==> config.mk <==
export PLATFORM = sky130hd
export DESIGN_NAME = input_trigger_ctrl
export DESIGN_NICKNAME = d
export VERILOG_FILES = /design/src/rtl/input_trigger_ctrl.sv
export SDC_FILE = /design/constraint.sdc
export NUM_CORES = 1
export LEC_CHECK = 0
export ABC_CLOCK_PERIOD_IN_PS = 2009
export CAP_MARGIN = 25
export CORE_MARGIN = 5
export CORE_UTILIZATION = 45
export DETAILED_ROUTE_END_ITERATION = 8
export PLACE_DENSITY = 0.62
export REMOVE_ABC_BUFFERS = 1
export SETUP_SLACK_MARGIN = 0.15
export SLEW_MARGIN = 20
export SYNTH_ARGS = -nofsm -noshare
export SYNTH_HDL_FRONTEND = slang
export SYNTH_SLANG_ARGS = --single-unit
==> constraint.sdc <==
create_clock -name Clk -period 2.01 [get_ports Clk]
set_clock_uncertainty 0.15 [all_clocks]
set_input_delay 0.402 -clock Clk [delete_from_list [all_inputs] [get_ports Clk]]
set_output_delay 0.402 -clock Clk [all_outputs]
set_load 0.05 [all_outputs]
==> src/rtl/input_trigger_ctrl.sv <==
// input_trigger_ctrl: synchronises and debounces input lines, latches rising
// edges as pending events and hands them to the AVR one at a time through a
// round-robin trigger/acknowledge handshake.
module input_trigger_ctrl #(
   parameter int unsigned N_CH        = 4,
   parameter int unsigned DEBOUNCE    = 16,
   parameter int unsigned ACK_TIMEOUT = 1024,
   parameter int unsigned ID_W        = 2
) (
   input  logic            Clk,
   input  logic            Reset,
   input  logic [N_CH-1:0] In_Sig,
   input  logic            Enable,
   input  logic            Err_Clr,
   input  logic            Avr_Ack,
   output logic            Trig_Out,
   output logic [ID_W-1:0] Ch_Id,
   output logic            Busy,
   output logic [N_CH-1:0] Pending,
   output logic            Timeout_Err
);

   localparam int unsigned DB_W = (DEBOUNCE > 2) ? $clog2(DEBOUNCE) : 1;
   localparam int unsigned TO_W = (ACK_TIMEOUT > 2) ? $clog2(ACK_TIMEOUT) : 1;

   typedef enum logic [1:0] {
      IDLE = 2'd0,
      REQ  = 2'd1,
      REL  = 2'd2
   } state_t;

   state_t            state;
   logic [N_CH-1:0]   in_s1;
   logic [N_CH-1:0]   in_s2;
   logic              ack_s1;
   logic              ack_s2;
   logic [N_CH-1:0]   filt;
   logic [N_CH-1:0]   filt_d;
   logic [DB_W-1:0]   db_cnt [N_CH];
   logic [ID_W-1:0]   rr_ptr;
   logic [TO_W-1:0]   to_cnt;

   logic [N_CH-1:0]   rise_c;
   logic              gnt_hit_c;
   logic [ID_W-1:0]   gnt_idx_c;
   logic              gnt_fire_c;
   logic [N_CH-1:0]   gnt_mask_c;
   int unsigned       arb_idx;

   // Two-flop synchronisers for the raw inputs and the AVR acknowledge
   always_ff @(posedge Clk or negedge Reset) begin
      if (!Reset) begin
         in_s1  <= '0;
         in_s2  <= '0;
         ack_s1 <= 1'b0;
         ack_s2 <= 1'b0;
      end else begin
         in_s1  <= In_Sig;
         in_s2  <= in_s1;
         ack_s1 <= Avr_Ack;
         ack_s2 <= ack_s1;
      end
   end

   // Per-channel debounce: filtered level follows only after DEBOUNCE stable samples
   always_ff @(posedge Clk or negedge Reset) begin
      if (!Reset) begin
         filt   <= '0;
         filt_d <= '0;
         for (int i = 0; i < int'(N_CH); i++) begin
            db_cnt[i] <= '0;
         end
      end else begin
         filt_d <= filt;
         for (int i = 0; i < int'(N_CH); i++) begin
            if (in_s2[i] == filt[i]) begin
               db_cnt[i] <= '0;
            end else if (db_cnt[i] == DB_W'(DEBOUNCE - 1)) begin
               filt[i]   <= in_s2[i];
               db_cnt[i] <= '0;
            end else begin
               db_cnt[i] <= db_cnt[i] + DB_W'(1);
            end
         end
      end
   end

   // Rising-edge detect on the filtered levels
   assign rise_c = filt & ~filt_d;

   // Round-robin search starting one past the last granted channel
   always_comb begin
      gnt_hit_c = 1'b0;
      gnt_idx_c = '0;
      arb_idx   = 0;
      for (int unsigned k = N_CH; k >= 1; k--) begin
         arb_idx = (32'(rr_ptr) + k) % N_CH;
         if (Pending[ID_W'(arb_idx)]) begin
            gnt_hit_c = 1'b1;
            gnt_idx_c = ID_W'(arb_idx);
         end
      end
   end

   assign gnt_fire_c = (state == IDLE) && Enable && gnt_hit_c;
   assign gnt_mask_c = gnt_fire_c ? (N_CH'(1) << gnt_idx_c) : '0;

   // Pending event latch; a new edge wins over a same-cycle grant clear
   always_ff @(posedge Clk or negedge Reset) begin
      if (!Reset) begin
         Pending <= '0;
      end else begin
         Pending <= (Pending & ~gnt_mask_c) | rise_c;
      end
   end

   // Handshake FSM with registered outputs
   always_ff @(posedge Clk or negedge Reset) begin
      if (!Reset) begin
         state       <= IDLE;
         Trig_Out    <= 1'b0;
         Ch_Id       <= '0;
         Busy        <= 1'b0;
         Timeout_Err <= 1'b0;
         rr_ptr      <= ID_W'(N_CH - 1);
         to_cnt      <= '0;
      end else begin
         // A timeout later in this block overrides the clear
         if (Err_Clr) begin
            Timeout_Err <= 1'b0;
         end
         case (state)
            IDLE: begin
               if (gnt_fire_c) begin
                  Ch_Id    <= gnt_idx_c;
                  rr_ptr   <= gnt_idx_c;
                  Trig_Out <= 1'b1;
                  Busy     <= 1'b1;
                  to_cnt   <= '0;
                  state    <= REQ;
               end
            end
            REQ: begin
               if (ack_s2) begin
                  Trig_Out <= 1'b0;
                  state    <= REL;
               end else if (to_cnt == TO_W'(ACK_TIMEOUT - 1)) begin
                  Trig_Out    <= 1'b0;
                  Busy        <= 1'b0;
                  Timeout_Err <= 1'b1;
                  state       <= IDLE;
               end else begin
                  to_cnt <= to_cnt + TO_W'(1);
               end
            end
            REL: begin
               if (!ack_s2) begin
                  Busy  <= 1'b0;
                  state <= IDLE;
               end
            end
            default: begin
               Trig_Out <= 1'b0;
               Busy     <= 1'b0;
               state    <= IDLE;
            end
         endcase
      end
   end

endmodule
Yosys cells after proc, flatten, opt, wreduce, memory -nomap -nowiden
Index checks and enable logic that the tools add are counted.
Widths: inputs -> output; s select.
{"block": "word_totals", "input_bits": 9, "ff_bits": 57, "word_cells": 120, "output_inout_bits": 9}
{"block": "op_classes", "eq_ne": 17, "addsub": 9, "n_shift": 1, "reduce_logical": 13, "n_mux": 45, "magnitude_cmp": 4, "bitwise": 10}
{"op": "$mux 4", "n": 9}
{"op": "$mux 10", "n": 3}
{"op": "$pmux 10 s2", "n": 1}
{"op": "$mux 1", "n": 17}
{"op": "$add 4x1->4 const B", "n": 4}
{"op": "$eq 4x4->1 const B", "n": 4}
{"op": "$mux 2", "n": 8}
{"op": "$lt 2x3->1 const B", "n": 4}
{"op": "$add 10x1->10 const B", "n": 1}
{"op": "$eq 10x10->1 const B", "n": 1}
{"op": "$ne 2x2->1 const B", "n": 5}
{"op": "$reduce_and 2->1", "n": 5}
{"op": "$and 4x4->4", "n": 2}
{"op": "$bmux 1 s2", "n": 4}
{"op": "$not 4->4", "n": 2}
{"op": "$reduce_and 4->1", "n": 2}
{"op": "$pmux 1 s3", "n": 2}
{"op": "$pmux 2 s3", "n": 1}
{"op": "$reduce_and 3->1", "n": 2}
{"op": "$not 1->1", "n": 5}
{"op": "$add 2x1->2 const B", "n": 2}
{"op": "$add 2x2->2 const B", "n": 2}
{"op": "$eq 1x1->1", "n": 4}
{"op": "$or 4x4->4", "n": 1}
{"op": "7 further kinds", "n": 8}

Depth between registers and ports, before layout
Gate-level depths: netlist of run 1.
{"block": "logic_depth", "word_depth": 12, "mapped_depth": 5, "depth_no_buf": 5}

Least setup slack after synthesis of run 1
Ideal clock, no wire load.
{"block": "synth_path", "path_type": "flip-flop to flip-flop", "start": "register Pending[3]", "end": "register Ch_Id[0]", "n_path_buf": 1, "arrival_time_ps": 1568, "period_less_slack_ps": 1843, "setup_ps": 125, "required_time_ps": 1735, "stages_incl_launch_ff": 5, "setup_slack_ps": 167, "path_cell_list": "dfrtp_1 > or2_1 > o31a_1 > buf_6 > mux2_2"}
{"block": "synth_via", "elab_chain_cells": 8, "word_cells_on_any_way": 18, "classes_between": "16 x mux; 2 x reduce/logical"}
{"item": "from (decl)", "line_no": "19", "source": "output logic [N_CH-1:0] Pending,"}
{"item": "from (signal assigned)", "line_no": "113", "source": "Pending <= (Pending & ~gnt_mask_c) | rise_c;"}
{"item": "$bmux 1 s2", "line_no": "98", "source": "if (Pending[ID_W'(arb_idx)]) begin"}
{"item": "$mux 1 (implied by the code)", "line_no": "98"}
{"item": "$mux 1 (4 in series)", "line_no": "98"}
{"item": "$logic_and 1x1->1", "line_no": "105", "source": "assign gnt_fire_c = (state == IDLE) && Enable && gnt_hit_c;"}
{"item": "$reduce_and 2->1 (no line)"}
{"item": "to (signal assigned)", "line_no": "135", "source": "Ch_Id <= gnt_idx_c;"}
{"item": "to (decl)", "line_no": "17", "source": "output logic [ID_W-1:0] Ch_Id,"}
Several ways; a longest one is shown, not always the timed one. The select of a mux whose other input is x is not followed.
A chain may end at the register's enable or synchronous reset.

Worst setup path in the final report of run 1
{"block": "layout_path", "start": "register to_cnt[0]", "end": "register to_cnt[7]"}
{"block": "layout_via", "elab_chain_cells": 4, "word_cells_on_any_way": 7, "classes_between": "1 x add/sub; 2 x eq/ne; 3 x mux; 1 x reduce/logical"}
{"item": "from (decl)", "line_no": "41", "source": "logic [TO_W-1:0] to_cnt;"}
{"item": "from (signal assigned)", "line_no": "153", "source": "to_cnt <= to_cnt + TO_W'(1);"}
{"item": "$add 10x1->10", "line_no": "153"}
{"item": "$mux 10", "line_no": "147", "source": "end else if (to_cnt == TO_W'(ACK_TIMEOUT - 1)) begin"}
{"item": "$mux 10", "line_no": "144", "source": "if (ack_s2) begin"}
{"item": "$pmux 10 s2", "line_no": "132", "source": "case (state)"}
Several ways; a longest one is shown, not always the timed one. The select of a mux whose other input is x is not followed.

==> results of run 1 <==
## worst max-delay path: stages, from the launching register on
cell and delay [ns]:
dfrtp_1 0.44, ha_1 0.27, and3_1 0.21, and2_2 0.22, o31ai_1 0.25, a21oi_1 0.10
## per-stage QoR
| step | utilization | power, W | instances |
|---|---|---|---|
| floorplan | - | 0.00210 | 196 |
| global placement | 0.524 | 0.00238 | 287 |
| detailed placement | 0.524 | 0.00243 | 287 |
| CTS | 0.567 | 0.00357 | 303 |
| global route | 0.567 | 0.00371 | 303 |
| finish | 0.567 | 0.00352 | 303 |
## sequential cells by signal, indices dropped and copies added (netlist names), 4 cells and up
signal and flops:
filt 4, filt_d 4, db_cnt 16, to_cnt 10, Pending 4, in_s1 4, in_s2 4
## layer usage
layer  share of wire  track usage
met1            0.41        0.155
met4          0.0079       0.0556
met3           0.044       0.0553
met5               0            0
met2            0.54        0.250
## what timing repair did
action                                  in CTS  in global routing
hold buffers                                 1                  0
hold endpoints to repair                    17                  0
endpoints found under the setup margin       0                  0
## cell usage in the layout (no fill, tap or decap), types with 4 or more instances in the layout
cell type        count
dfrtp_1             55
clkbuf_8            13
a21oi_1             12
buf_4               11
nand3_1             10
nor2_1               9
xnor2_1              8
nor2b_1              8
inv_1                8
o21ai_0              7
clkdlybuf4s50_1      7
nor3_1               6
mux2_2               6
nand2b_1             5
nand2_1              5
ha_1                 5
nor3b_1              4
## cell type report
cell class / instances / area [um2]
Tap cell: 70 / 87.6
Inverter: 8 / 30.0
Fill cell: 424 / 2240
Clock inverter: 2 / 35.0
Sequential cell: 57 / 1430
Timing Repair Buffer: 22 / 208
Clock buffer: 13 / 179
Multi-Input combinational cell: 131 / 966
## power breakdown
group / switching (W) / leakage (nW) / internal, W
sequential: 0.000195 / 0.741 / 0.00131
clock: 0.000413 / 0.112 / 0.000699
combinational: 0.000517 / 0.459 / 0.000383
total: 0.00113 / 1.31 / 0.00239
## kinds of logic (layout without fill, tap and decap cells)
family | after synthesis | in the layout
xor+xnor | 9 | 9
compound gates | 44 | 44
flops | 57 | 57
mux | 7 | 7
buf+inv | 10 | 45
simple gates | 66 | 66
fa+ha+maj | 5 | 5
## final timing paths
kind	startpoint	to	depth (start not counted)
min in group asynchronous	Reset	to_cnt[0]$_DFFE_PN0P_	2
max reg2reg	to_cnt[0]$_DFFE_PN0P_	to_cnt[7]$_DFFE_PN0P_	5
min reg2reg	ack_s1$_DFF_PN0_	ack_s2$_DFF_PN0_	0
max in group asynchronous	Reset	rr_ptr[1]$_DFFE_PN1P_	3
max	to_cnt[0]$_DFFE_PN0P_	to_cnt[7]$_DFFE_PN0P_	5
min	ack_s1$_DFF_PN0_	ack_s2$_DFF_PN0_	0
==> key figures, run 1 <==
STA
  • Final hold violation count: 0
  • Top achievable clock speed: approximately 0.57 GHz
  • Tmin final: 1.77 ns
  • Hold Slack: between 0.15 and 0.2 ns
  • Final TNS setup: 0 ns
  • RSZ-0062 raised after global routing: no
  • Worst-margin pin slew: 0.472 ns
  • Setup ws final: approximately 0.24 ns
  • Slew HR: 0.685
  • Final slew viol count: 0
  • Post-route clock period utilization: 0.879
  • Final Setup Violations: 0

Global route
  • GR Overflow Total: 0
  • Pin count of the biggest net entering global routing: 28
  • Antenna violations before repair: 0
  • First-pass GRT wire length: 7980 um
  • Vias in the first global route: 1784
  • Global-route usage over all layers: 0.143

Drt
  • Post-Route WL: 4560 um
  • Via count: 1629
  • Drt wl/cell: 15.0 um
  • Initial DRC Count: just under 70
  • Antenna viol nets, final: 0
  • 1st-pass router iterations: 4
  • Vias per cell: 5.38
  • Residual DRC: 0

Floorplanning
  • Die ar.: 6990 um2
  • Initial core utilization: 0.472
  • Ports: 18
  • Area of the core: 5170 um2
  • Die extent in x: 83.6 um
  • Cell row count: 26
  • Die Y: between 80 and 90 um

Worst setup path
  • Worst path required time: 2.06 ns
  • Worst setup SP type: flip-flop
  • Setup CP Type: reg -> reg
  • WP data arrival: 1.81 ns
  • Critical path capture point type: flip-flop
  • Crit-path max FO: 5
  • Flop2flop setup slack: roughly 0.24 ns

Yosys
  • Simple-Gate Fraction of Synth Area: 0.172
  • Netlist Area Pre-Place: roughly 2400 um2
  • Post-synthesis mux area share: 0.0318
  • Post-synth top area share: 0.564
  • Post-Synth Adder-Cell Area: 0.0256
  • Yosys cell types: 52
  • Mean area per synthesized cell: 12.3 um2
  • Post-synth top cells: dfrtp_1 (55), a21oi_1 (12), nand3_1 (10), nor2_1 (9)
  • Post-synth EDFFs: 0
  • Post-synth ARST share: 1.00
  • Cells after Synth: 198
  • Main combinational cell family by area after synthesis: simple AND/OR/NAND/NOR gates
  • Ys Warns: 0
  • Top post-synthesis cells by area: dfrtp_1 (56%), xnor2_1 (2.9%), mux2_2 (2.8%)
  • Post-synthesis compound-gate area fraction: 0.134
  • Synth Register Bits: 57
  • Count leader, synth: dfrtp_1
  • Sequential area share after synthesis: 0.586
  • Top FF cell, synth: dfrtp_1
  • Area leader, netlist: dfrtp_1
  • Xor and xnor area share after synthesis: 0.0323

Hold path
  • Hold Crit Class: reg -> reg

Placed design
  • DP Area: 2710 um2
  • Port buffer count: 17
  • Placement Setup Slack: 0.0661 ns
  • GP Congestion: 0.761
  • Post-DP HPWL: 3370 um

Clock tree
  • Cts repair resizes: 0
  • Clock latency at the later pin of the worst-skew pair: ~0.32 ns
  • Reg clk slew, reported paths: 0.06 ns
  • Post-CTS Setup Bufs: 0
  • Root buffer cell: clkbuf_8
  • Total clock buffers created by CTS: 9
  • Largest buffer count on any clock path: 2
  • Count of clock tree sinks: 57
  • H-tree depth: 3
  • CTS tree: done

Pwr
  • Max IR drop VDD: 0.613 mV
  • Pleak: around 1.3 nW
  • P per Cell Area: 1200 nW/um2

Finish
  • Layout Nets: 243
  • Design area: 2930 um2
  • Diodes inserted: 0
  • Share of cells above drive strength 1: 0.215
  • Area growth, synth to finish: 20.3%

Run status
  • Status: complete, no violations

Run
  • Max_cap viols: 0
(Power assumes the default switching activity.)
==> run 2: changes to the inputs <==
--- a/config.mk
+++ b/config.mk
@@ -7,7 +7,6 @@
 export LEC_CHECK = 0
 export ABC_CLOCK_PERIOD_IN_PS = 2009
 export CAP_MARGIN = 25
-export CORE_MARGIN = 5
 export CORE_UTILIZATION = 45
 export DETAILED_ROUTE_END_ITERATION = 8
 export PLACE_DENSITY = 0.62
==> constraint.sdc (replaced) <==
create_clock -name Clk -period 2.01 [get_ports Clk]
set_clock_uncertainty 0.15 [all_clocks]
set_input_delay 0.201 -clock Clk [delete_from_list [all_inputs] [get_ports Clk]]
set_output_delay 0.201 -clock Clk [all_outputs]
set_load 0.05 [all_outputs]
==> key figures, run 2 (synthesized netlist as in run 1, its figures left out) <==
Pwr
  • P per Cell Area: 1160 nW/um2
  • Comb pwr share: 0.259
  • Flop pwr share: 0.444
  • Internal Power: 0.00225 W
  • Pleak: 1.34 nW
  • Max IR drop VDD: a little under 0.6 mV
  • Net Sw Frac: 0.333
  • Sw power: 0.00112 W
  • Clk pwr share: 0.297

Clock tree
  • Post-CTS Setup Bufs: 0
  • Reg clk slew, reported paths: 0.06 ns
  • Clock latency at the later pin of the worst-skew pair: 0.32 ns
  • H-tree depth: 3
  • Root buffer cell: clkbuf_8
  • CTS tree: done
  • Count of clock tree sinks: 57
  • Largest buffer count on any clock path: 2
  • Total clock buffers created by CTS: 9

Drt
  • Antenna viol nets, final: 0
  • Met2 routed WL: between 2000 and 2500 um
  • Met3 wire length: roughly 110 um
  • Via count: 1641
  • Residual DRC: 0
  • Vias per cell: ~5.4
  • Met1 wire length: 1810 um
  • Initial DRC Count: 53
  • Drt wl/cell: between 10 and 15 um
  • Max Used Layer: met4
  • 1st-pass router iterations: 4
  • Post-Route WL: 4360 um

Finish
  • Top Registers: db_cnt: 16 flops, to_cnt: 10 flops
  • Share of cells above drive strength 1: 0.184
  • Largest register FFs: 16
  • FILL cells: 445
  • Layout Nets: 243
  • Commonest non-fill, non-tap cell in the layout: dfrtp_1
  • Area of the multi-input gates: 966 um2
  • Non-filler cells, final: 304
  • Reg with most FFs: db_cnt
  • Register area: 1430 um2
  • Design area: 2910 um2
  • Diodes inserted: 0
  • Area growth, synth to finish: 19.3%
  • Most frequent cells in the layout: dfrtp_1 (55), clkbuf_8 (13), a21oi_1 (12), nand3_1 (10), nor2_1 (9)

Floorplanning
  • Ports: 18
  • Initial core utilization: 0.472
  • Die extent in x: 75.6 um
  • Die ar.: 5720 um2
  • Area of the core: 5170 um2
  • Cell row count: 26
  • Die Y: 75.6 um

Global route
  • Antenna violations before repair: 0
  • First-pass GRT wire length: approximately 7600 um
  • Vias in the first global route: 1724
  • Global-route usage over all layers: 0.184
  • Pin count of the biggest net entering global routing: 27
  • GR Overflow Total: 0

STA
  • Final slew viol count: 0
  • Tmin final: 1.75 ns
  • Final TNS setup: 0 ns
  • Hold Slack: about 0.16 ns
  • Top achievable clock speed: 0.573 GHz
  • Worst-margin pin slew: 0.586 ns
  • Final Setup Violations: 0
  • Setup ws final: 0.265 ns
  • Final hold violation count: 0
  • Post-route clock period utilization: 0.868
  • Slew HR: 0.610
  • RSZ-0062 raised after global routing: no

Worst setup path
  • Reg-to-Reg Start: rr_ptr[1]$_DFFE_PN1P_
  • WP data arrival: 1.80 ns
  • Worst setup SP type: flip-flop
  • Flop2flop setup slack: 0.26 ns
  • Setup CP Type: reg -> reg
  • Worst path required time: a little over 2 ns
  • Reg2reg end: Pending[2]$_DFF_PN0_
  • Crit-path max FO: 7
  • Worst Setup EP: Pending[2]$_DFF_PN0_
  • Worst reg-to-reg path cell count: 4
  • Critical path capture point type: flip-flop
  • Worst Setup SP: rr_ptr[1]$_DFFE_PN1P_

Run status
  • Status: complete, no violations

Run
  • Max_cap viols: 0

Hold path
  • Hold Crit Class: in -> reg

Placed design
  • GP Congestion: 0.810
  • Post-DP HPWL: 3200 um
  • Placement Setup Slack: 0.236 ns
  • DP Area: 2700 um2
  • Port buffer count: 17
  • Dpl cells: 287
-- run 2: changes by cell type in the layout (fill, tap and decap cells not counted) --
cell	previous run	this run
buf_12	2	0
buf_4	11	6
bufinv_16	1	0
clkbuf_1	0	1
clkinv_2	1	2
dlygate4sd2_1	0	3
dlymetal6s2s_1	0	4
-- run 2: how the worst min path moves through the flow --
stage,start,to,slack [ns],cells past startpoint
global route,In_Sig[2],in_s1[2]$_DFF_PN0_,0.16,1
global placement,Reset,to_cnt[3]$_DFFE_PN0P_,0.07,1
CTS,In_Sig[0],in_s1[0]$_DFF_PN0_,0.16,1
floorplan,Reset,Busy$_DFFE_PN0P_,-0.24,0
finish,In_Sig[2],in_s1[2]$_DFF_PN0_,0.16,1
detailed placement,Reset,to_cnt[3]$_DFFE_PN0P_,0.09,1
-- run 2: final cells by class --
type | count | share of cell area
clock inverters | 2 | 0.00344
inverters | 8 | 0.0103
multi-input cells | 131 | 0.332
clock buffers | 14 | 0.0627
flip-flops and latches | 57 | 0.491
well taps | 70 | 0.0301
repair buffers | 22 | 0.0709
-- run 2: stage by stage --
stage,utilization,total power [W]
5_1_grt,0.563,0.00357
6_report,0.563,0.00337
3_5_place_dp,0.522,0.00241
4_1_cts,0.561,0.00340
3_3_place_gp,0.522,0.00236
2_1_floorplan,-,0.00210
-- run 2: routing by layer --
layer	global-route usage	vias to the layer above
li1	-	781
met1	0.207	830
met2	0.329	22
met3	0.0397	8
met4	0.0926	0
met5	0	-
-- run 2: what timing repair did --
item                                    4_1_cts  5_1_grt
resized for setup                             3        4
endpoints found under the hold margin        22        0
endpoints found under the setup margin        3        4
pin swaps                                     0        0
hold buffers                                  1        0
-- run 2: power by group through the flow --
stage	clock network, W	logic [W]	registers, W
global placement	0	0.000862	0.00150
floorplan	0	0.000450	0.00165
CTS	0.00102	0.000883	0.00150
global route	0.00109	0.000958	0.00153
finish	0.00100	0.000872	0.00150
detailed placement	0	0.000893	0.00152
-- run 2: critical path, stage by stage (launching register included) --
cell	delay (ns)
dfstp_2	0.60
mux2i_1	0.21
o22a_1	0.15
o21ai_1	0.15
o32a_1	0.38
